### src/rtl/pm_entry_req_tx_pkg.sv
`default_nettype none
// pm_entry_pkg: sideband message codes, FSM state encoding and response classification
// shared by the PM-entry requester.
package pm_entry_pkg;

    localparam int unsigned MSG_REQ_L1 = 2;
    localparam int unsigned MSG_REQ_L2 = 3;
    localparam int unsigned MSG_PMNAK  = 9;
    localparam int unsigned MSG_RSP_L1 = 10;
    localparam int unsigned MSG_RSP_L2 = 11;

    typedef enum logic [2:0] {
        ST_IDLE     = 3'd0,
        ST_WAIT_RX  = 3'd1,
        ST_SEND_REQ = 3'd2,
        ST_WAIT_RSP = 3'd3,
        ST_DONE     = 3'd4
    } state_e;

    typedef enum logic [1:0] {
        RSP_NONE = 2'd0,
        RSP_ACK  = 2'd1,
        RSP_NAK  = 2'd2
    } rsp_e;

    function automatic int unsigned req_code(input logic is_l2);
        return is_l2 ? MSG_REQ_L2 : MSG_REQ_L1;
    endfunction

    // The opposite Rsp counts as a refusal; codes outside the response set are ignored.
    function automatic rsp_e classify_rsp(input logic is_l2, input int unsigned code);
        int unsigned want;
        want = is_l2 ? MSG_RSP_L2 : MSG_RSP_L1;
        if (code == want)
            return RSP_ACK;
        if ((code == MSG_PMNAK) || (code == MSG_RSP_L1) || (code == MSG_RSP_L2))
            return RSP_NAK;
        return RSP_NONE;
    endfunction

endpackage
`default_nettype wire

### src/rtl/pm_entry_req_tx_tmo_counter.sv
`default_nettype none
// pm_tmo_counter: saturating response-timeout counter; the limit is chosen each cycle
// from the clock-mode select and expire flags the last cycle of the window.
module pm_tmo_counter #(
    parameter int CNT_W    = 10,
    parameter int TMO_SLOW = 200,
    parameter int TMO_FAST = 400
) (
    input  logic clk,
    input  logic rst_n,
    input  logic clr,
    input  logic en,
    input  logic sel_fast,
    output logic expire
);

    localparam logic [CNT_W-1:0] LAST_SLOW = CNT_W'(TMO_SLOW - 1);
    localparam logic [CNT_W-1:0] LAST_FAST = CNT_W'(TMO_FAST - 1);

    logic [CNT_W-1:0] count;
    logic [CNT_W-1:0] last;

    always_ff @(posedge clk or negedge rst_n) begin
        if (!rst_n)
            count <= '0;
        else if (clr)
            count <= '0;
        else if (en && (count != '1))
            count <= count + CNT_W'(1);
    end

    assign last = sel_fast ? LAST_FAST : LAST_SLOW;
    // >= so that switching to the shorter limit mid-wait still expires
    assign expire = (count >= last);

endmodule
`default_nettype wire

### src/rtl/pm_entry_req_tx.sv
`default_nettype none
// pm_entry_req_tx: PM-entry (L1/L2) requester on the RDI sideband with timeout retry.
// L2 requests are supported only when the macro PM_ENTRY_L2_EN is defined.
module pm_entry_req_tx
    import pm_entry_pkg::*;
#(
    parameter int MSG_W     = 4,
    parameter int CNT_W     = 10,
    parameter int TMO_SLOW  = 200,
    parameter int TMO_FAST  = 400,
    parameter int MAX_RETRY = 2,
    parameter int RTY_W     = 2
) (
    input  logic             i_clk,
    input  logic             i_rst_n,
    input  logic             i_en,
    input  logic             i_req_l2,
    input  logic             i_clk_div_ratio,
    input  logic             i_rx_msg_valid,
    input  logic             i_msg_valid,
    input  logic [MSG_W-1:0] i_msg_no,
    input  logic             i_msg_done,
    output logic             o_msg_valid,
    output logic [MSG_W-1:0] o_msg_no,
    output logic             o_test_done,
    output logic             o_pm_nak,
    output logic             o_timeout,
    output logic [RTY_W-1:0] o_retry_cnt
);

`ifdef PM_ENTRY_L2_EN
    localparam logic L2_EN = 1'b1;
`else
    localparam logic L2_EN = 1'b0;
`endif

    state_e           state, state_n;
    logic             req_l2, req_l2_n;
    logic [RTY_W-1:0] retry_n;
    logic             nak_n, tmo_n;
    logic             send_done;
    logic             tmo_clr, tmo_en, tmo_expire;
    rsp_e             rsp;

    // A done seen while rx owns the sideband belongs to the rx message, not ours.
    assign send_done = (state == ST_SEND_REQ) && i_msg_done && !i_rx_msg_valid;
    assign tmo_clr   = !i_en || (state == ST_IDLE) || send_done;
    assign tmo_en    = (state == ST_WAIT_RSP);
    assign rsp       = i_msg_valid ? classify_rsp(req_l2, 32'(i_msg_no)) : RSP_NONE;

    pm_tmo_counter #(
        .CNT_W    (CNT_W),
        .TMO_SLOW (TMO_SLOW),
        .TMO_FAST (TMO_FAST)
    ) u_tmo (
        .clk      (i_clk),
        .rst_n    (i_rst_n),
        .clr      (tmo_clr),
        .en       (tmo_en),
        .sel_fast (i_clk_div_ratio),
        .expire   (tmo_expire)
    );

    always_comb begin
        state_n  = state;
        req_l2_n = req_l2;
        retry_n  = o_retry_cnt;
        nak_n    = o_pm_nak;
        tmo_n    = o_timeout;
        if (!i_en) begin
            state_n  = ST_IDLE;
            req_l2_n = 1'b0;
            retry_n  = '0;
            nak_n    = 1'b0;
            tmo_n    = 1'b0;
        end else begin
            case (state)
                ST_IDLE: begin
                    req_l2_n = L2_EN & i_req_l2;
                    retry_n  = '0;
                    nak_n    = 1'b0;
                    tmo_n    = 1'b0;
                    state_n  = i_rx_msg_valid ? ST_WAIT_RX : ST_SEND_REQ;
                end
                ST_WAIT_RX: begin
                    if (!i_rx_msg_valid)
                        state_n = ST_SEND_REQ;
                end
                ST_SEND_REQ: begin
                    if (rsp != RSP_NONE) begin
                        state_n = ST_DONE;
                        nak_n   = (rsp == RSP_NAK);
                    end else if (send_done) begin
                        state_n = ST_WAIT_RSP;
                    end
                end
                ST_WAIT_RSP: begin
                    // A response arriving on the expiry cycle takes precedence.
                    if (rsp != RSP_NONE) begin
                        state_n = ST_DONE;
                        nak_n   = (rsp == RSP_NAK);
                    end else if (tmo_expire) begin
                        if (o_retry_cnt < RTY_W'(MAX_RETRY)) begin
                            retry_n = o_retry_cnt + RTY_W'(1);
                            state_n = i_rx_msg_valid ? ST_WAIT_RX : ST_SEND_REQ;
                        end else begin
                            state_n = ST_DONE;
                            nak_n   = 1'b1;
                            tmo_n   = 1'b1;
                        end
                    end
                end
                ST_DONE: begin
                    state_n = ST_DONE;
                end
                default: begin
                    state_n = ST_IDLE;
                end
            endcase
        end
    end

    always_ff @(posedge i_clk or negedge i_rst_n) begin
        if (!i_rst_n) begin
            state       <= ST_IDLE;
            req_l2      <= 1'b0;
            o_msg_valid <= 1'b0;
            o_msg_no    <= '0;
            o_test_done <= 1'b0;
            o_pm_nak    <= 1'b0;
            o_timeout   <= 1'b0;
            o_retry_cnt <= '0;
        end else begin
            state       <= state_n;
            req_l2      <= req_l2_n;
            o_msg_valid <= (state_n == ST_SEND_REQ);
            o_msg_no    <= (state_n == ST_SEND_REQ) ? MSG_W'(req_code(req_l2_n)) : '0;
            o_test_done <= (state_n == ST_DONE);
            o_pm_nak    <= nak_n;
            o_timeout   <= tmo_n;
            o_retry_cnt <= retry_n;
        end
    end

endmodule
`default_nettype wire

### config.mk
export PLATFORM = sky130hd
export DESIGN_NAME = pm_entry_req_tx
export DESIGN_NICKNAME = d
export VERILOG_FILES = /design/src/rtl/pm_entry_req_tx_pkg.sv /design/src/rtl/pm_entry_req_tx_tmo_counter.sv /design/src/rtl/pm_entry_req_tx.sv
export SDC_FILE = /design/constraint.sdc
export NUM_CORES = 1
export LEC_CHECK = 0
export BUFFER_PORTS_ARGS = -buffer_cell sky130_fd_sc_hd__clkbuf_2
export CORE_ASPECT_RATIO = 2
export CORE_MARGIN = 2
export CORE_UTILIZATION = 39
export CTS_CLUSTER_DIAMETER = 200
export DETAILED_ROUTE_END_ITERATION = 8
export SETUP_SLACK_MARGIN = 0.1
export SYNTH_ARGS = -nofsm -noshare
export SYNTH_HDL_FRONTEND = slang
export SYNTH_SLANG_ARGS = --single-unit
### constraint.sdc
create_clock -name i_clk -period 1.9 [get_ports i_clk]
set_clock_uncertainty 0.1 [all_clocks]
set_input_delay 0.285 -clock i_clk [delete_from_list [all_inputs] [get_ports i_clk]]
set_output_delay 0.285 -clock i_clk [all_outputs]
set_load 0.005 [all_outputs]
==> flow_metrics.env, run 1 <==
export IMPL_status="completed"
export IMPL_area_growth_pct=32.4
export IMPL_swShare_pct=28.9
export IMPL_critical_path_arrival_ns=1.96
export IMPL_leakagePower_uw=0.000761
export IMPL_drive_gt1_share_pct=37.6
export IMPL_finalSetupViolations=0
export IMPL_power_density_nw_per_um2=570
export IMPL_power_switching_uw=276
export IMPL_synthCells=137
export IMPL_max_slew_margin_pct=63.7
export IMPL_nFillCells=280
export IMPL_synthFlopType="dfrtp_1"
export IMPL_synth_edf_count=0
export IMPL_cts_max_level=1
export IMPL_drt_iter0_drc=48
export IMPL_reg2reg_to="o_pm_nak"
export IMPL_drc=0
export IMPL_vias_per_cell=5.73
export IMPL_clkLatencyLatePin_ns=0.27
export IMPL_wire_per_inst_um=16.1
export IMPL_cts_tree="yes"
export IMPL_num_nets_final=190
export IMPL_synth_async_reset_ratio_pct=100
export IMPL_cts_sinks=21
export IMPL_port_buffers=18
export IMPL_dpl_cell_count=192
export IMPL_synth_seq_cells=21
export IMPL_worstReg2RegStart="u_tmo.count[3]"
export IMPL_total_power_uw=956
export IMPL_r2r_setup_slack_ns=0.03
export IMPL_p_int_uw=680
export IMPL_min_period_ns=1.87
export IMPL_dieArea_um2=3750
export IMPL_critPathMaxFanout=4
export IMPL_hp_class="in2reg"
export IMPL_tightest_slew_ns=0.545
export IMPL_final_common_cell="nor2_1"
export IMPL_antenna_found_initial=0
export IMPL_path_class="reg2reg"
export IMPL_yosysWarnings=0
export IMPL_maxCapViolCount=0
export IMPL_start_util_pct=40.6
export IMPL_finalNonFillerCells=204
export IMPL_clock_path_buffers=2
export IMPL_yosysUniqueCellTypes=42
export IMPL_crit_end="o_pm_nak"
export IMPL_ant_nets=0
export IMPL_io_pins=22
export IMPL_synth_area_um2=1270
export IMPL_cts_clk_slew_worst_paths_ns=0.08
export IMPL_cts_buffers=3
export IMPL_grt_pass1_wl_um=5250
export IMPL_fin_crit_sh_pct=98.2
export IMPL_grt_max_degree=22
export IMPL_die_h_um=84.6
export IMPL_p_clk_share_pct=32.0
export IMPL_routed_via_count=1169
export IMPL_root_buffer="clkbuf_8"
export IMPL_grtUsageTotal_pct=18.8
export IMPL_drtPass1Iterations=4
export IMPL_crit_start="u_tmo.count[3]"
export IMPL_row_count=29
export IMPL_dpl_hpwl_um=2350
export IMPL_final_cell_mix="nor2_1, dfrtp_1, clkbuf_2, buf_4, nand3_1"
export IMPL_drv_slew=0
export IMPL_ys_seq_area_share_pct=41.5
export IMPL_die_x_um=44.3
export IMPL_holdWs_ns=0.277
export IMPL_overflow=0
export IMPL_p_comb_share_pct=18.6
export IMPL_core_area_um2=3120
export IMPL_cp_data_required_time_ns=1.99
export IMPL_rsz0062_at_grt="yes"
export IMPL_diodes=0
export IMPL_ir_drop_mv=0.415
export IMPL_r2r_cells=7
export IMPL_critPathCaptureType="register"
export IMPL_seq_power_share_pct=49.5
export IMPL_place_congestion=0.917
export IMPL_finalHoldViolCount=0
export IMPL_grt_pass1_vias=1189
export IMPL_startpoint_type="register"
export IMPL_fmax_ghz=0.536
export IMPL_finalWirelength_um=3290
export IMPL_syn_avg_cell_area_um2=9.25
power groups by stage:
stage	clock [uW]	sequential [uW]	combinational [uW]
finish	306	473	178
global route	329	475	198
CTS	309	473	161
detailed placement	0	481	156
global placement	0	481	152
floorplan	0	478	105
worst max-delay path, cell delays in order (launching register included):
cell and delay [ns]:
dfrtp_1 0.40, ha_1 0.27, and3_4 0.17, o41ai_4 0.19, buf_4 0.18, a21oi_2 0.07, o31a_1 0.27, o22ai_2 0.13
cell families (layout without fill, tap and decap cells):
family / after synthesis / in the layout / share of synthesized area (%)
simple gates: 61 / 61 / 25.6
compound gates: 28 / 29 / 16.9
flops: 21 / 21 / 41.5
buf+inv: 13 / 47 / 5.53
xor+xnor: 8 / 8 / 5.53
fa+ha+maj: 4 / 4 / 3.95
other cells: 1 / 2 / 0.296
mux: 1 / 1 / 0.790
sequential cells by signal, indices dropped and copies added, names as in the netlist:
name and count:
u_tmo.count 10, state 3, o_msg_no 2, o_retry_cnt 2
o_pm_nak 1, o_test_done 1, o_timeout 1, req_l2 1
metrics by stage:
step	setup TNS (ns)	area [um^2]	util, %	setup slack, ns
6_report	0	1680	53.8	0.0349
3_5_place_dp	-0.133	1460	46.9	-0.0577
3_3_place_gp	-0.0881	1460	46.9	-0.0412
5_1_grt	-0.309	1680	53.8	-0.0837
2_1_floorplan	0	1290	-	0.0830
4_1_cts	0	1590	50.9	0.00143
area by class of cell:
cell class              instances  area, um^2  area share (%)
inverters                       6        22.5            1.34
well taps                      31        38.8            2.31
clock buffers                   3        41.3            2.46
repair buffers                 37         235            14.0
flip-flops and latches         21         526            31.3
clock inverters                 1        5.00           0.298
multi-input cells             105         810            48.2
Yosys cell counts (3+ instances only):
library cell | number | share of area (%)
a21oi_1 | 4 | 1.6
a31oi_1 | 3 | 1.5
and3_1 | 3 | 1.5
buf_4 | 3 | 1.8
dfrtp_1 | 21 | 41
ha_1 | 4 | 3.9
inv_1 | 6 | 1.8
nand2_1 | 7 | 2.1
nand3_1 | 8 | 3.2
nor2_1 | 23 | 6.8
nor3_1 | 5 | 2.0
o21ai_0 | 6 | 2.4
o22ai_1 | 3 | 1.5
xnor2_1 | 6 | 4.1
metal layers:
metal	vias up	share of wire (%)	wire length [um]	track usage, %
li1	559	-	-	-
met2	18	59	1940	35.6
met1	585	36	1170	18.5
met5	-	0	0	0
met4	0	2.9	95	9.37
met3	7	2.3	76	2.37
worst min-delay path by stage:
stage,from,to,slack [ns],depth (start not counted)
after floorplan,i_rst_n,o_msg_no[0],-0.11,0
after global placement,i_rst_n,o_msg_no[1],0.19,1
final,i_rx_msg_valid,state[0],0.28,3
after global routing,i_rx_msg_valid,state[0],0.31,3
after CTS,i_rx_msg_valid,state[0],0.25,3
after detailed placement,i_rst_n,o_msg_no[0],0.19,1
repair_timing:
item / 4_1_cts / 5_1_grt
pin swaps: 6 / 11
resized for setup: 5 / 11
setup endpoints to repair: 12 / 19
cloned: 0 / 1
hold endpoints to repair: 21 / 0
hold buffers: 1 / 0
setup buffers: 4 / 2
No activity file was read; power rests on OpenSTA's default activity.
==> run 2: changes to the inputs <==
--- a/config.mk
+++ b/config.mk
@@ -11,6 +11,7 @@
 export CORE_UTILIZATION = 39
 export CTS_CLUSTER_DIAMETER = 200
 export DETAILED_ROUTE_END_ITERATION = 8
+export HOLD_SLACK_MARGIN = 0.1
 export SETUP_SLACK_MARGIN = 0.1
 export SYNTH_ARGS = -nofsm -noshare
 export SYNTH_HDL_FRONTEND = slang
==> constraint.sdc (replaced) <==
create_clock -name i_clk -period 1.9 [get_ports i_clk]
set_clock_uncertainty 0.1 [all_clocks]
set_input_delay 0.095 -clock i_clk [delete_from_list [all_inputs] [get_ports i_clk]]
set_output_delay 0.095 -clock i_clk [all_outputs]
set_load 0.005 [all_outputs]
==> run 2 against run 1 <==
  * Wire length decreased by 2.2%
  * Global-route usage increased by 0.060 points
  * Sequential power about the same
  * Final cell count decreased by 0.49%
  * Utilization decreased by 1.0 points
==> flow_metrics.env, run 2 (synthesis results as in run 1) <==
export IMPL_finalSetupViolations=0
export IMPL_startpoint_type="register"
export IMPL_die_h_um=84.6
export IMPL_ir_drop_mv=0.434
export IMPL_crit_slowest_cell="dfrtp_1"
export IMPL_cts_clk_slew_worst_paths_ns=0.08
export IMPL_core_area_um2=3120
export IMPL_rsz0062_at_grt="yes"
export IMPL_drv_slew=0
export IMPL_multi_input_area_um2=778
export IMPL_num_nets_final=189
export IMPL_reg_top3="u_tmo.count x10, state x3"
export IMPL_grtUsageTotal_pct=18.9
export IMPL_regMostFlops="u_tmo.count"
export IMPL_drive_gt1_share_pct=33.7
export IMPL_drt_iter0_drc=39
export IMPL_path_common_cell="nor3_1"
export IMPL_root_buffer="clkbuf_8"
export IMPL_maxCapViolCount=0
export IMPL_fmax_ghz=0.535
export IMPL_area_growth_pct=29.9
export IMPL_clock_path_buffers=2
export IMPL_tightest_slew_ns=0.536
export IMPL_drtPass1Iterations=4
export IMPL_vias_per_cell=5.70
export IMPL_ant_nets=0
export IMPL_port_buffers=18
export IMPL_path_cells="ha_1 -> and3_4 -> o41ai_4 -> buf_4 -> a21oi_2 -> nor3_1 -> nor3_1"
export IMPL_largest_reg_flops=10
export IMPL_nFillCells=296
export IMPL_place_congestion=0.839
export IMPL_grt_max_degree=22
export IMPL_cts_buffers=3
export IMPL_register_area_um2=526
export IMPL_diodes=0
export IMPL_cp_data_required_time_ns=1.95
export IMPL_final_common_cell="nor2_1"
export IMPL_routed_via_count=1158
export IMPL_die_x_um=44.3
export IMPL_hp_class="in2reg"
export IMPL_cts_tree="yes"
export IMPL_holdWs_ns=0.139
export IMPL_row_count=29
export IMPL_finalWirelength_um=3210
export IMPL_fin_crit_sh_pct=98.4
export IMPL_io_pins=22
export IMPL_critPathCaptureType="register"
export IMPL_leakagePower_uw=0.000745
export IMPL_wire_per_inst_um=15.8
export IMPL_dpl_hpwl_um=2390
export IMPL_fin_area_um2=1650
export IMPL_max_slew_margin_pct=64.3
export IMPL_grt_pass1_vias=1136
export IMPL_status="completed"
export IMPL_final_cell_mix="nor2_1, dfrtp_1, clkbuf_2"
export IMPL_drc=0
export IMPL_cts_max_level=1
export IMPL_antenna_found_initial=0
export IMPL_dieArea_um2=3750
export IMPL_power_density_nw_per_um2=578
export IMPL_grt_pass1_wl_um=5260
export IMPL_min_period_ns=1.87
export IMPL_start_util_pct=40.6
export IMPL_path_class="reg2reg"
export IMPL_critPathMaxFanout=4
export IMPL_cts_sinks=21
export IMPL_finalHoldViolCount=0
export IMPL_slowest_delay_ns=0.39
export IMPL_place_area_um2=1460
export IMPL_clkLatencyLatePin_ns=0.27
export IMPL_critical_path_arrival_ns=1.92
export IMPL_overflow=0
==> run 2: critical path, delay by kind of cell, from the launching register on <==
family,cells,cell delay (ns)
AO/OA/AOI/OAI,2,0.28
flip-flops,1,0.39
AND/OR/NAND/NOR,3,0.52
adder cells (fa/ha/maj),1,0.27
buffers and inverters,1,0.19
==> run 2: final timing paths <==
check	depth (start not counted)	to	slack, ns	start
max reg2reg	7	state[2]	0.03	u_tmo.count[3]
min	4	o_pm_nak	0.14	i_msg_no[1]
min reg2reg	2	o_timeout	0.42	o_timeout
max in group asynchronous	2	o_retry_cnt[0]	1.11	i_rst_n
min in group asynchronous	2	o_msg_no[0]	0.23	i_rst_n
max	7	state[2]	0.03	u_tmo.count[3]
==> run 2: metal layers <==
metal  wire (um)  GRT usage [%]
met2        1840           34.9
met1        1130           19.0
met3          93           2.37
met5           0              0
met4         142           10.2
==> run 2: repair_timing <==
| action | CTS | global route |
|---|---|---|
| setup endpoints to repair | 11 | 17 |
| hold buffers | 4 | 0 |
| pin swaps | 1 | 3 |
| endpoints found under the hold margin | 25 | 0 |
| gates resized for setup | 4 | 7 |
| buffers inserted | 2 | 0 |
| cloned | 0 | 1 |
==> run 2: power by group <==
part           switching, uW  leakage (uW)  internal (uW)  total (uW)
combinational            102      0.000429           76.0         178
clock                    155     0.0000255            147         302
sequential              13.4      0.000290            458         472
total                    271      0.000745            681         952
==> run 2: area by class of cell <==
class	instances	share of cell area, %
well taps	31	2.36
clock buffers	3	2.51
flip-flops and latches	21	31.9
clock inverters	1	0.304
repair buffers	36	14.3
multi-input cells	105	47.3
inverters	6	1.37
==> run 2: through the flow <==
| stage | util (%) | power, uW | setup slack [ns] | std cells | TNS, ns |
|---|---|---|---|---|---|
| 6_report | 52.8 | 952 | 0.0312 | 203 | 0 |
| 5_1_grt | 52.8 | 1010 | -0.0680 | 203 | -0.149 |
| 4_1_cts | 51.0 | 949 | 0.0259 | 202 | 0 |
| 3_5_place_dp | 46.9 | 636 | 0.0122 | 192 | 0 |
| 3_3_place_gp | 46.9 | 632 | 0.0740 | 192 | 0 |
| 2_1_floorplan | - | 583 | 0.0830 | 138 | 0 |
